### src/rtl/flip_flops.sv
`default_nettype none
// ============================================================================
// Module      : flip_flops
// Description : SR, JK, D and T flip-flops sharing one clock enable and data
//               pair, with an SR-invalid pulse and a modulo-16 JK toggle count.
// Revision    : 1.0 - initial release
// ============================================================================
module flip_flops (
   input  logic       clk,
   input  logic       rst,
   input  logic       en,
   input  logic       a,
   input  logic       b,
   output logic       sr_q,
   output logic       sr_qn,
   output logic       jk_q,
   output logic       jk_qn,
   output logic       d_q,
   output logic       d_qn,
   output logic       t_q,
   output logic       t_qn,
   output logic       sr_invalid,
   output logic [3:0] jk_toggles
);

   localparam logic [3:0] c_COUNT_ONE = 4'd1;

   logic       sr_state_q, sr_state_d;
   logic       jk_state_q, jk_state_d;
   logic       d_state_q,  d_state_d;
   logic       t_state_q,  t_state_d;
   logic       sr_inv_q,   sr_inv_d;
   logic [3:0] jk_cnt_q,   jk_cnt_d;

   // a is R/K/D/T and b is S/J; every element samples the same pair.
   logic w_set;
   logic w_clr;
   assign w_set = b;
   assign w_clr = a;

   always_comb begin
      sr_state_d = sr_state_q;
      jk_state_d = jk_state_q;
      d_state_d  = d_state_q;
      t_state_d  = t_state_q;
      sr_inv_d   = 1'b0;
      jk_cnt_d   = jk_cnt_q;
      if (en) begin
         case ({w_set, w_clr})
            2'b10:   sr_state_d = 1'b1;
            2'b01:   sr_state_d = 1'b0;
            2'b11:   sr_inv_d   = 1'b1;
            default: sr_state_d = sr_state_q;
         endcase
         case ({w_set, w_clr})
            2'b10:   jk_state_d = 1'b1;
            2'b01:   jk_state_d = 1'b0;
            2'b11: begin
               jk_state_d = ~jk_state_q;
               jk_cnt_d   = jk_cnt_q + c_COUNT_ONE;
            end
            default: jk_state_d = jk_state_q;
         endcase
         d_state_d = a;
         t_state_d = t_state_q ^ a;
      end
   end

   always_ff @(posedge clk) begin
      if (rst) begin
         sr_state_q <= 1'b0;
         jk_state_q <= 1'b0;
         d_state_q  <= 1'b0;
         t_state_q  <= 1'b0;
         sr_inv_q   <= 1'b0;
         jk_cnt_q   <= 4'd0;
      end else begin
         sr_state_q <= sr_state_d;
         jk_state_q <= jk_state_d;
         d_state_q  <= d_state_d;
         t_state_q  <= t_state_d;
         sr_inv_q   <= sr_inv_d;
         jk_cnt_q   <= jk_cnt_d;
      end
   end

   // Complements are derived combinationally so they can never disagree.
   assign sr_q       = sr_state_q;
   assign sr_qn      = ~sr_state_q;
   assign jk_q       = jk_state_q;
   assign jk_qn      = ~jk_state_q;
   assign d_q        = d_state_q;
   assign d_qn       = ~d_state_q;
   assign t_q        = t_state_q;
   assign t_qn       = ~t_state_q;
   assign sr_invalid = sr_inv_q;
   assign jk_toggles = jk_cnt_q;

endmodule
`default_nettype wire

### config.mk
export PLATFORM = sky130hd
export DESIGN_NAME = flip_flops
export DESIGN_NICKNAME = d
export VERILOG_FILES = /design/src/rtl/flip_flops.sv
export SDC_FILE = /design/constraint.sdc
export NUM_CORES = 1
export LEC_CHECK = 0
export CORE_AREA = 2 2 39 41
export CTS_BUF_LIST = sky130_fd_sc_hd__clkbuf_2
export DETAILED_ROUTE_END_ITERATION = 8
export DIE_AREA = 0 0 41 43
export PLACE_DENSITY_LB_ADDON = 0.05
export REMOVE_ABC_BUFFERS = 1
export SLEW_MARGIN = 5
export SYNTH_ARGS = -nofsm -noshare
export SYNTH_HDL_FRONTEND = slang
export SYNTH_SLANG_ARGS = --single-unit
### constraint.sdc
create_clock -name clk -period 1.35 [get_ports clk]
set_clock_uncertainty 0.1 [all_clocks]
set_input_delay 0.135 -clock clk [delete_from_list [all_inputs] [get_ports clk]]
set_output_delay 0.135 -clock clk [all_outputs]
set_load 0.05 [all_outputs]
==> results_dict.tcl <==
set metrics [dict create \
    insertion_delay_ns 0.24 \
    post-dp-hpwl_um 667 \
    routed_via_density 4.36 \
    yosys-top-cells-area "dfxtp_1 (45%), ha_1 (12%), inv_1 (5.6%)" \
    fin_ws_ns 0.110 \
    diodes 0 \
    cts_setup_buffers 0 \
    cp-start-kind "primary input" \
    worst_pin_slew_ns 0.217 \
    max_clock_freq_ghz 0.806 \
    grt_remaining_overflow 0 \
    dp.cells 83 \
    synth_common_cells "dfxtp_1 (9), inv_1 (6), nor2_1 (5)" \
    clockBufferDepth 2 \
    ys.flop_type "dfxtp_1" \
    synth_area_per_cell_sq_um 8.95 \
    grt_pass1_vias 372 \
    cp_max_fo 2 \
    p_leak_nw 0.358 \
    arrival_ns 1.33 \
    period_needed_ns 1.24 \
    critPathBufInv 1 \
    yosysSeqAreaShare_pct 44.7 \
    ys_types 17 \
    netlist_area_sq_um 403 \
    rsz0062_at_grt "no" \
    fp.dieW_um 41 \
    cts.sinks 9 \
    cts-buffers-inserted 3 \
    dieArea_sq_um 1760 \
    clk_pin_slew_ns 0.10 \
    vdd_drop_max_mv 0.446 \
    nets 81 \
    wl_um 830 \
    grt_max_degree 6 \
    run_status "finished clean" \
    whs_ns 0.162 \
    end_kind "flip-flop" \
    cp.required_ns 1.44 \
    maxCapViolations 0 \
    synth_cells 45 \
    slew_viol_final 0 \
    worstHoldPathType "primary input to flip-flop" \
    antenna_found_initial 0 \
    placement.io_buffers 17 \
    initial_utilization_pct 29.1 \
    fin_crit_sh_pct 91.9 \
    cts_root_buf "clkbuf_2" \
    gp_congestion 0.624 \
    yosys_warnings 0 \
    cts-htree-levels 1 \
    power_per_cell_area_nw_per_um2 904 \
    grt.total_usage_pct 12.2 \
    area_growth_pct 95.3 \
    post-route-util_pct 56.9 \
    critPathTopFamily "buffers and inverters" \
    total_power_mw 0.711 \
    pin_count 18 \
    drt_pass1_iterations 2 \
    wl_per_cell_um 9.54 \
    num_vias 379 \
    grt_pass1_wl_mm 1.39 \
    ys_ff_latch 9 \
    ant_nets 0 \
    synth_top_area_cell "dfxtp_1" \
    place_ws_ns -0.216 \
    drive_gt1_share_pct 33.8 \
    cp_slowest_cell "clkdlybuf4s50_1" \
    critPathKind "primary input to flip-flop" \
    path_cells "clkdlybuf4s50_1 > ha_1 > nand2_2 > or3_1 > a21oi_1" \
    coreArea_sq_um 1380 \
    fillers 126 \
    post-synth-top-count-cell "dfxtp_1" \
    rows 14 \
    hold_viol_final 0 \
    drt-initial-drc-count 1 \
    maxSlewHeadroom_pct 85.4 \
    die_h_um 43 \
    setup_viol 0 \
    synth_edf_count 0 \
    critical-path-max-stage-delay_ns 0.48 \
    final_cell_count_no_fill 87 \
    cts_tree "yes" \
    async_reset_ff_share_pct 0 \
    drc 0 \
    synth_top_area_share_pct 44.7 \
]
## repair_timing
item,in CTS,in global routing
endpoints found under the setup margin,0,1
hold buffers,0,0
resized for setup,0,1
endpoints found under the hold margin,0,0
## cell families after synthesis
| group | synth area share, % |
|---|---|
| buffers and inverters | 6.52 |
| AOI/OAI and AO/OA | 8.38 |
| and+or+nand+nor | 16.5 |
| muxes | 4.97 |
| DFF | 44.7 |
| xor gates and xnor gates | 6.52 |
| adders and majority gates | 12.4 |
## power by group
part	leakage, nW	total, mW	switching [mW]	internal, mW
sequential	0.0736	0.292	0.0145	0.278
combinational	0.268	0.241	0.123	0.118
clock	0.0166	0.178	0.0992	0.0787
total	0.358	0.711	0.236	0.475
## cell type report
type	count	area (sq um)	share of cell area, %
clock buffers	4	20.0	2.54
inverters	6	22.5	2.86
multi-input cells	29	196	25.0
flip-flops and latches	9	180	22.9
well taps	16	20.0	2.54
repair buffers	23	348	44.2
## routing by layer
layer / global-route usage (%) / share of wire (%) / vias up
met4: 8.00 / 1.2 / 0
met2: 17.5 / 47 / 11
met3: 5.24 / 5.7 / 2
li1: - / - / 196
met5: 0 / 0 / -
met1: 13.9 / 46 / 170
## path summary, 6_finish.rpt
| path | start | end | slack [ns] | depth (start not counted) |
|---|---|---|---|---|
| max | b | jk_toggles[3] | 0.11 | 5 |
| min | a | d_q | 0.16 | 3 |
| max reg2reg | jk_toggles[2] | jk_toggles[3] | 0.20 | 3 |
| min reg2reg | jk_toggles[1] | jk_toggles[1] | 0.43 | 2 |
## cell usage in the layout, fill, tap and decap left out
cell type and instances:
nand2b_1 1, nand2_1 2, buf_4 6, nand2_2 1, a21oi_1 4, mux2i_1 2
o21ai_0 1, clkbuf_2 4, dlymetal6s2s_1 1, ha_1 4, or3_1 1, xnor2_1 1
clkdlybuf4s50_1 3, nand3_1 3, xor2_1 2, dfxtp_1 9, a311oi_1 1, inv_1 6
nor2_1 5, buf_12 13, nor2b_1 1
## tightest hold or removal path, cell delays in order
cell and delay (ns):
dlymetal6s2s_1 0.15, nand2_1 0.11, a21oi_1 0.07
## through the flow
stage	instance area (sq um)	TNS [ns]
6_report	787	0
5_1_grt	787	0
4_1_cts	785	0
3_5_place_dp	764	-0.806
3_3_place_gp	764	-0.738
2_1_floorplan	399	-0.198
## flip-flops by register name (all words and copies together) (netlist names)
signal / count
jk_toggles: 4
t_q: 1
sr_q: 1
jk_q: 1
sr_invalid: 1
d_q: 1
Power figures use the tool's default switching activity.
